==> src/rtl/par2ser_pkg.sv <==
// Shared types and helpers for the parallel-to-serial feeder and its detector-side bench.
package par2ser_pkg;

  typedef enum logic {
    IDLE  = 1'b0,
    SHIFT = 1'b1
  } state_t;

  // Enable levels shared with the detector bench
  localparam logic EN_SHIFT = 1'b1;
  localparam logic EN_STALL = 1'b0;

  // Bit-counter width for a given word length (at least one bit)
  function automatic int unsigned cnt_w(input int unsigned width);
    return (width < 2) ? 1 : $clog2(width);
  endfunction

endpackage

==> src/rtl/par2ser_feeder.sv <==
// Parallel-to-serial bit source with a one-word holding buffer for gap-free streaming.
module par2ser_feeder
  import par2ser_pkg::*;
#(
  parameter int unsigned WIDTH     = 8,
  parameter bit          MSB_FIRST = 1'b1
) (
  input  logic             clk,
  input  logic             reset,
  input  logic [WIDTH-1:0] din,
  input  logic             din_valid,
  output logic             din_ready,
  input  logic             en,
  output logic             ser_out,
  output logic             ser_valid,
  output logic             ser_last,
  output logic             busy
);

  localparam int unsigned     CNT_W = cnt_w(WIDTH);
  localparam logic [CNT_W-1:0] LAST = CNT_W'(WIDTH - 1);

  state_t             state, state_n;
  logic [WIDTH-1:0]   sreg, sreg_n;
  logic [WIDTH-1:0]   hbuf, hbuf_n;
  logic               hvalid, hvalid_n;
  logic [CNT_W-1:0]   cnt, cnt_n;
  logic               accept, load, shift, word_done;
  logic [WIDTH-1:0]   sreg_shifted;

  function automatic logic out_bit(input logic [WIDTH-1:0] s);
    return MSB_FIRST ? s[WIDTH-1] : s[0];
  endfunction

  // Next-state computation; outputs are registered from these next values
  always_comb begin
    state_n      = state;
    sreg_n       = sreg;
    hbuf_n       = hbuf;
    hvalid_n     = hvalid;
    cnt_n        = cnt;
    sreg_shifted = MSB_FIRST ? {sreg[WIDTH-2:0], 1'b0} : {1'b0, sreg[WIDTH-1:1]};
    shift        = (state == SHIFT) && en;
    word_done    = shift && (cnt == LAST);
    // Buffer is drained whenever the shift register frees up, en or not in IDLE
    load         = hvalid && ((state == IDLE) || word_done);
    accept       = din_valid && !hvalid;

    if (accept) begin
      hbuf_n   = din;
      hvalid_n = 1'b1;
    end

    if (load) begin
      sreg_n   = hbuf;
      hvalid_n = 1'b0;
      cnt_n    = '0;
      state_n  = SHIFT;
    end else if (word_done) begin
      sreg_n  = sreg_shifted;
      cnt_n   = '0;
      state_n = IDLE;
    end else if (shift) begin
      sreg_n = sreg_shifted;
      cnt_n  = cnt + CNT_W'(1);
    end
  end

  // State, datapath and registered outputs
  always_ff @(posedge clk or negedge reset) begin
    if (!reset) begin
      state     <= IDLE;
      sreg      <= '0;
      hbuf      <= '0;
      hvalid    <= 1'b0;
      cnt       <= '0;
      din_ready <= 1'b1;
      ser_out   <= 1'b0;
      ser_valid <= 1'b0;
      ser_last  <= 1'b0;
      busy      <= 1'b0;
    end else begin
      state     <= state_n;
      sreg      <= sreg_n;
      hbuf      <= hbuf_n;
      hvalid    <= hvalid_n;
      cnt       <= cnt_n;
      din_ready <= !hvalid_n;
      ser_valid <= (state_n == SHIFT);
      ser_out   <= (state_n == SHIFT) ? out_bit(sreg_n) : 1'b0;
      ser_last  <= (state_n == SHIFT) && (cnt_n == LAST);
      busy      <= (state_n == SHIFT) || hvalid_n;
    end
  end

endmodule

==> config.mk <==
export PLATFORM = sky130hd
export DESIGN_NAME = par2ser_feeder
export DESIGN_NICKNAME = d
export VERILOG_FILES = /design/src/rtl/par2ser_pkg.sv /design/src/rtl/par2ser_feeder.sv
export SDC_FILE = /design/constraint.sdc
export NUM_CORES = 1
export LEC_CHECK = 0
export ABC_AREA = 1
export CAP_MARGIN = 20
export CORE_MARGIN = 1.5
export CORE_UTILIZATION = 55
export CTS_CLUSTER_SIZE = 28
export DETAILED_ROUTE_END_ITERATION = 7
export GPL_TIMING_DRIVEN = 0
export PLACE_DENSITY = 0.89
export SLEW_MARGIN = 10
export SYNTH_ARGS = -nofsm -noshare
export SYNTH_HDL_FRONTEND = slang
export SYNTH_SLANG_ARGS = --single-unit
==> constraint.sdc <==
create_clock -name clk -period 2.65 [get_ports clk]
set_input_delay 0.265 -clock clk [delete_from_list [all_inputs] [get_ports clk]]
set_output_delay 0.265 -clock clk [all_outputs]
set_load 0.01 [all_outputs]
==> results of run 1 <==
[metal layers]
layer	GRT usage (%)	vias to the layer above	wire length, um
met5	0	-	0
met4	10.00	0	21
met3	1.154	2	57
met2	35.34	22	964
met1	24.75	386	840
li1	-	423	-
[placed cells by master (no fill, tap or decap)]
| cell | Yosys | layout |
|---|---|---|
| a21oi_1 | 3 | 3 |
| buf_2 | 1 | 2 |
| buf_4 | 1 | 1 |
| clkbuf_4 | 0 | 3 |
| clkdlybuf4s50_1 | 0 | 14 |
| clkinv_2 | 0 | 1 |
| dfrtp_1 | 24 | 24 |
| dfstp_2 | 1 | 1 |
| dlygate4sd3_1 | 0 | 1 |
| ha_1 | 2 | 2 |
| inv_1 | 8 | 8 |
| inv_2 | 2 | 2 |
| inv_4 | 1 | 1 |
| nand2_1 | 43 | 43 |
| nand2_2 | 3 | 3 |
| nand3_1 | 23 | 23 |
| nand4_1 | 1 | 1 |
| nor2_1 | 6 | 6 |
| nor2_2 | 1 | 1 |
| o21ai_0 | 1 | 1 |
[power breakdown]
part / internal, mW / total, mW / leakage, nW / switching, mW
logic: 0.156 / 0.361 / 0.331 / 0.205
registers: 0.525 / 0.602 / 0.308 / 0.0773
clock network: 0.0564 / 0.168 / 0.0177 / 0.112
total: 0.738 / 1.13 / 0.656 / 0.393
[synth_stat cells (all sizes together)]
cell   count  share of area [%]
ha         2                2.4
inv       11                4.1
nor2       7                2.7
buf        2                1.2
o21ai      1               0.47
dfstp      1                2.5
nand3     23                 11
a21oi      3                1.4
nand4      1               0.59
dfrtp     24                 57
nand2     46                 17
[tightest hold or removal path, cell delays in order]
cell and delay (ns):
buf_2 0.14, nand3_1 0.08, nand2_1 0.05
[cell type report]
cell class | count | area (um^2)
plain buffers | 2 | 12.51
clock buffers | 3 | 22.52
clock inverters | 1 | 5.005
fillers | 154 | 491.7
inverters | 11 | 43.79
multi-input cells | 83 | 375.4
flip-flops and latches | 25 | 626.9
well taps | 25 | 31.28
repair buffers | 16 | 155.1
[worst min path at each step]
stage | depth (start not counted) | endpoint | slack [ns] | from
after floorplan | 0 | busy | -0.03 | reset
after global placement | 2 | sreg[0] | 0.46 | hbuf[0]
after detailed placement | 2 | sreg[0] | 0.46 | hbuf[0]
after CTS | 3 | hbuf[0] | 0.24 | din_valid
after global routing | 3 | hbuf[2] | 0.25 | din_valid
final | 3 | hbuf[0] | 0.24 | din_valid
[what timing repair did]
action / CTS / global route
endpoints found under the hold margin: 0 / 24
hold buffers: 0 / 1
gates resized for setup: 0 / 0
setup buffers: 0 / 0
[per-stage QoR]
stage	total power [mW]	utilization, %	hold slack (ns)
after floorplan	0.8450	-	-0.03059
after global placement	0.9475	70.28	0.4552
after detailed placement	0.9771	70.28	0.4568
after CTS	1.139	71.84	0.2414
after global routing	1.217	72.13	0.2508
final	1.131	72.13	0.2429
[logic make-up (layout without fill, tap and decap cells)]
logic type / count (synthesis) / in the layout
adders and majority gates: 2 / 2
and+or+nand+nor: 77 / 77
DFF: 25 / 25
AOI/OAI and AO/OA: 4 / 4
buffers and inverters: 13 / 33
==> results.txt, run 1 <==
----------------------------------------------------
[Status]
  Status ... finished clean

[Logic synthesis]
  Net count of the mapped netlist ... 135
  Proportion of synthesized area in mux cells ... 0%
  Register area share after synthesis ... 59.22%
  Mapped Avg Cell Area ... 8.748 um^2
  Post-synthesis instance area ... 1059 um^2
  Cell variety after synth ... 16
  Fraction of the mapped netlist area in compound gates ... ~1.9%
  Number of warnings reported in the yosys synthesis log ... 0
  Largest family of logic cells by synthesized area ... simple AND/OR/NAND/NOR gates
  Post-synthesis cell count ... 121
  Synthesis-stage register bit count ... 25
  Area share of xor/xnor cells in the synthesized design ... 0%
  Basic-gate share of the synthesized area counting and, or, nand and nor cells ... a little under a third
  Post-Synth Adder-Cell Area ... 2.364%

[Job]
  Number of max-capacitance violations reported ... 0

[Clock tree]
  Clock insertion delay at the later pin of the skew report ... 0.31 ns
  Clock tree root buffer cell ... clkbuf_4
  CTS H-Tree Depth ... 1
  Clock slew at reported path FFs ... about 0.14 ns
  Number of buffers created by CTS ... 3
  CTS tree ... done
  Number of sinks driven by the clock tree ... 25
  Worst-case clock buffer depth ... 2

[Worst setup path]
  Dominant delay contributor by cell family on the critical path ... flip-flops
  Number of buffer and inverter stages on the critical path ... 1
  Cells along the critical path ... clkdlybuf4s50_1
  Kind of end point of the critical path ... primary output
  Largest driver fanout on the critical path ... 1
  Arrival time reported for the critical path endpoint ... 1.37 ns
  Data required time at the worst endpoint ... 2.38 ns
  Capture point of the critical path ... din_ready
  Worst setup slack for register-to-register paths ... around 1.1 ns
  Crit Reg-Reg Endpoint ... sreg[3]
  R2R depth ... 8
  Worst Path Class, Setup ... flop to primary output
  Source of the worst register-to-register timing path ... cnt[0]
  Crit start category ... flop
  Longest individual stage delay on the worst path ... between 0.5 and 0.6 ns
  Source of the critical timing path ... din_ready
  Path length in cells of the critical path ... 1
  Cell at the slowest stage of the critical path ... dfstp_2

[Power and ir drop]
  Largest vdd supply drop ... 0.0005875 V
  Leakage Power ... 0.6562 nW
  Power density cells ... 889.0 nW/um^2

[Routing]
  Residual DRC count ... 0
  Post-DR wirelength/cell ... 11.34 um
  Violation count after the first detailed-routing iteration ... 14
  Via count ... 833
  Via density per instance ... 5.018
  First-pass DRT Iterations ... 4
  Total Wirelength ... 1883 um
  Final ANT Viol Nets ... 0

[Cells and area]
  Total non-filler cell area in the finished layout ... 1272 um^2
  Number of nets in the layout ... approximately 160
  Post-route insts no fill ... 166
  Area growth from synthesis to final layout ... 20.21%
  Top Registers ... hbuf: 8 flops, sreg: 8 flops, cnt: 3 flops
  Layout cell share with drive strength beyond 1 ... 10.64%
  Antenna cell count ... 0

[Placement]
  Placer Congestion ... 0.7156
  Placed Cells incl. Taps ... 161
  Cell area reported after detailed placement ... between 1000 and 1500 um^2
  Total of buffers placed on input and output ports ... 15
  Setup Slack @ Placement ... 1.040 ns
  Hpwl dp ... 1414 um

[Floorplanning]
  Die area ... 2197 um^2
  Count of pins on the block boundary ... 17
  Floorplan Core Area ... between 1500 and 2000 um^2
  DIE HEIGHT ... 46.87 um
  Die X-Extent ... 46.87 um
  Initial Utilization ... roughly three fifths
  Placement Rows ... 15

[Global route]
  Global route total overflow ... 0
  Antenna violations before repair ... 0
  Global-route wire length before repair ... 3063 um
  Number of global-route vias before repair ... 753
  Maximum number of pins on one net before global-route repair ... 26
  Tot GR Track Use ... 19.98%

[Timing]
  Least setup slack across all paths after layout ... 1.018 ns
  Number of pins with negative max-slew slack in the final report ... 0
  Number of endpoints failing setup at the final stage ... 0
  Actual slew at the worst max-slew pin ... 0.5320 ns
  Final-layout setup total negative slack ... 0 ns
  Crit share post-route ... approximately three fifths
  RSZ-0062 raised after global routing ... no
  Fin. Hold Viols ... 0
  Achievable clock frequency ... 612.8 MHz
  Worst slew margin relative to its limit ... 64.53%
  Shortest clock period the worst path allows after layout ... approximately 1.6 ns
  Skew final ... 0.006518 ns

[Hold path]
  Kind of path behind the tightest hold check ... input port to flop

----------------------------------------------------
Power figures use the tool's default switching activity.
==> inputs of run 2 (changes only) <==
--- a/config.mk
+++ b/config.mk
@@ -8,11 +8,11 @@
 export ABC_AREA = 1
 export CAP_MARGIN = 20
 export CORE_MARGIN = 1.5
-export CORE_UTILIZATION = 55
+export CORE_UTILIZATION = 51
 export CTS_CLUSTER_SIZE = 28
 export DETAILED_ROUTE_END_ITERATION = 7
 export GPL_TIMING_DRIVEN = 0
-export PLACE_DENSITY = 0.89
+export PLACE_DENSITY = 0.84
 export SLEW_MARGIN = 10
 export SYNTH_ARGS = -nofsm -noshare
 export SYNTH_HDL_FRONTEND = slang
==> constraint.sdc (replaced) <==
create_clock -name clk -period 1.6 [get_ports clk]
set_input_delay 0.16 -clock clk [delete_from_list [all_inputs] [get_ports clk]]
set_output_delay 0.16 -clock clk [all_outputs]
set_load 0.01 [all_outputs]
==> results.txt, run 2 (synthesis gave the netlist of run 1 again) <==
----------------------------------------------------
[Timing]
  Number of endpoints failing setup at the final stage ... 0 (unchanged)
  Actual slew at the worst max-slew pin ... 0.4587 ns (was 0.5320 ns)
  Final-layout setup total negative slack ... 0 ns (unchanged)
  Achievable clock frequency ... about 670 MHz
  Skew final ... 0.004205 ns (was 0.006518 ns)
  Fin. Hold Viols ... 0 (unchanged)
  Shortest clock period the worst path allows after layout ... 1.492 ns
  Worst slew margin relative to its limit ... 69.32% (was 64.53%)
  Crit share post-route ... 93.24%
  RSZ-0062 raised after global routing ... no (unchanged)
  Least setup slack across all paths after layout ... 0.1081 ns (was 1.018 ns)
  Number of pins with negative max-slew slack in the final report ... 0 (unchanged)

[Placement]
  Placer Congestion ... 0.7191 (was 0.7156)
  Cell area reported after detailed placement ... 1242 um^2 (was 1240 um^2)
  Total of buffers placed on input and output ports ... 15 (unchanged)
  Hpwl dp ... 1331 um (was 1414 um)
  Setup Slack @ Placement ... 0.07175 ns (was 1.040 ns)

[Worst setup path]
  Cells along the critical path ... clkdlybuf4s50_1 (unchanged)
  Source of the critical timing path ... state (was din_ready)
  Source of the worst register-to-register timing path ... cnt[0] (unchanged)
  Data required time at the worst endpoint ... 1.44 ns (was 2.38 ns)
  R2R depth ... 8 (unchanged)
  Dominant delay contributor by cell family on the critical path ... buffers and inverters (was flip-flops)
  Kind of end point of the critical path ... primary output (unchanged)
  Crit start category ... flop (unchanged)
  Largest driver fanout on the critical path ... 5 (was 1)
  Cell at the slowest stage of the critical path ... clkdlybuf4s50_1 (was dfstp_2)
  Number of buffer and inverter stages on the critical path ... 1 (unchanged)
  Arrival time reported for the critical path endpoint ... 1.33 ns (was 1.37 ns)
  Capture point of the critical path ... ser_valid (was din_ready)
  Worst Path Class, Setup ... flop to primary output (unchanged)
  Path length in cells of the critical path ... 1 (unchanged)
  Longest individual stage delay on the worst path ... 0.57 ns (was 0.53 ns)
  Crit Reg-Reg Endpoint ... sreg[2] (was sreg[3])
  Worst setup slack for register-to-register paths ... 0.14 ns (was 1.08 ns)

[Routing]
  Residual DRC count ... 0 (unchanged)
  Violation count after the first detailed-routing iteration ... 26 (was 14)
  Total Wirelength ... 1871 um (was 1883 um)
  Via density per instance ... 4.941 (was 5.018)
  Via count ... 835 (was 833)
  First-pass DRT Iterations ... 5 (was 4)
  Final ANT Viol Nets ... 0 (unchanged)
  Post-DR wirelength/cell ... 11.07 um (was 11.34 um)

[Clock tree]
  Clock tree root buffer cell ... clkbuf_4 (unchanged)
  Clock slew at reported path FFs ... 0.13 ns (was 0.14 ns)
  Clock insertion delay at the later pin of the skew report ... 0.31 ns (about the same)
  CTS H-Tree Depth ... 1 (unchanged)
  CTS tree ... done (unchanged)
  Worst-case clock buffer depth ... 2 (unchanged)
  Quantity of hold-fixing buffers added after cts ... 0 (unchanged)
  Number of sinks driven by the clock tree ... 25 (unchanged)
  Number of buffers created by CTS ... 3 (unchanged)

[Floorplanning]
  DIE HEIGHT ... 48.56 um (was 46.87 um)
  Count of pins on the block boundary ... 17 (unchanged)
  Die area ... 2358 um^2 (was 2197 um^2)
  Die X-Extent ... 48.56 um (was 46.87 um)
  Floorplan Core Area ... 1962 um^2 (was 1764 um^2)
  Initial Utilization ... 53.95% (was 60.00%)
  Placement Rows ... 16 (was 15)

[Power and ir drop]
  Net Switching ... 655.0 uW (was 393.5 uW)
  Internal power component ... 1.243 mW (was 737.7 uW)
  Share of total power in combinational logic ... 33.2% (was 31.9%)
  Largest vdd supply drop ... 0.0009330 V (was 0.0005875 V)
  Leakage Power ... 0.6801 nW (was 0.6562 nW)
  Power density cells ... 1462 nW/um^2 (was 889.0 nW/um^2)
  Share of total power in the clock network ... 14.2% (was 14.8%)
  Share of total power in sequential cells ... 52.7% (was 53.3%)
  Total power ... 1.898 mW (was 1.131 mW)
  Switching part of the total power ... 34.50% (was 34.78%)

[Cells and area]
  Number of nets in the layout ... 157 (was 156)
  Sequential cell area ... 626.9 um^2 (unchanged)
  Area growth from synthesis to final layout ... 22.70% (was 20.21%)
  Total non-filler cell area in the finished layout ... 1299 um^2 (was 1272 um^2)
  Most common cell after layout, fill and taps aside ... nand2_1 (unchanged)
  Highest-count cells in the layout ignoring fill and taps ... 43 x nand2_1, 24 x dfrtp_1, 23 x nand3_1 (unchanged)
  Top Registers ... hbuf: 8 flops, sreg: 8 flops, cnt: 3 flops (unchanged)
  Antenna cell count ... 0 (unchanged)
  Multi-input logic area ... 380.4 um^2 (was 375.4 um^2)
  Layout cell share with drive strength beyond 1 ... 10.56% (was 10.64%)
  Filler cell count ... 186 (was 154)

[Global route]
  Number of global-route vias before repair ... 742 (was 753)
  Antenna violations before repair ... 0 (unchanged)
  Tot GR Track Use ... 17.63% (was 19.98%)
  Global route total overflow ... 0 (unchanged)
  Global-route wire length before repair ... 3132 um (was 3063 um)
  Maximum number of pins on one net before global-route repair ... 26 (unchanged)

[Job]
  Number of max-capacitance violations reported ... 0 (unchanged)

[Hold path]
  Kind of path behind the tightest hold check ... input port to asynchronous set/reset pin (was input port to flop)

[Status]
  Status ... finished clean (unchanged)

----------------------------------------------------
## run 2: cell types whose count changed in the layout (fill, tap and decap cells not counted), sizes merged
| cell | before | now |
|---|---|---|
| clkinv | 1 | 0 |
| clkbuf | 3 | 4 |
| buf | 3 | 4 |
| dlymetal6s2s | 0 | 1 |
| dlygate4sd3 | 1 | 0 |
## run 2: how the worst min path moves through the flow
stage              end  slack [ns]  cells past startpoint
2_1_floorplan     busy       -0.14                      0
4_1_cts        hbuf[1]        0.14                      3
3_3_place_gp   hbuf[4]        0.46                      2
5_1_grt        hbuf[2]        0.15                      3
6_report        cnt[2]        0.15                      1
3_5_place_dp   hbuf[0]        0.46                      2
## run 2: metal layers
layer / vias to the layer above / part of all wire, % / track usage (%) / wire, um
met5: - / 0 / 0 / 0
met4: 0 / 1.1 / 8.571 / 20
met3: 2 / 4.0 / 2.160 / 74
met2: 30 / 52 / 29.63 / 974
met1: 377 / 43 / 22.80 / 802
li1: 426 / - / - / -
## run 2: through the flow
step                      utilization, %  cells  hold slack, ns
final                              66.20    169          0.1490
after CTS                          64.67    167          0.1436
after global routing               66.20    169          0.1530
after global placement             63.33    163          0.4570
after detailed placement           63.33    163          0.4602
after floorplan                        -    121         -0.1356
## run 2: power by group through the flow
stage          Clock, mW  Sequential [mW]  Combinational, mW
5_1_grt            0.307             1.03              0.731
6_report           0.269             1.00              0.629
2_1_floorplan          0            0.996              0.404
4_1_cts            0.277            0.999              0.610
3_5_place_dp           0             1.01              0.606
3_3_place_gp           0            0.997              0.577
## run 2: area by class of cell
| cell class | instances | share of cell area [%] |
|---|---|---|
| multi-input combinational | 83 | 29.29 |
| inverter | 11 | 3.372 |
| timing repair buffer | 17 | 13.49 |
| tap | 27 | 2.601 |
| sequential | 25 | 48.27 |
| clock buffer | 4 | 2.023 |
| buffer | 2 | 0.9634 |
## run 2: worst reg2reg max path, delay by kind of cell (launching register included)
family,cells,cell delay [ns]
fa+ha+maj,2,0.41
flops,1,0.40
buf+inv,1,0.10
simple gates,5,0.44
## run 2: timing repair
action                     in CTS  in global routing
setup endpoints to repair       0                 13
setup buffers                   0                  1
gates resized for setup         0                  2
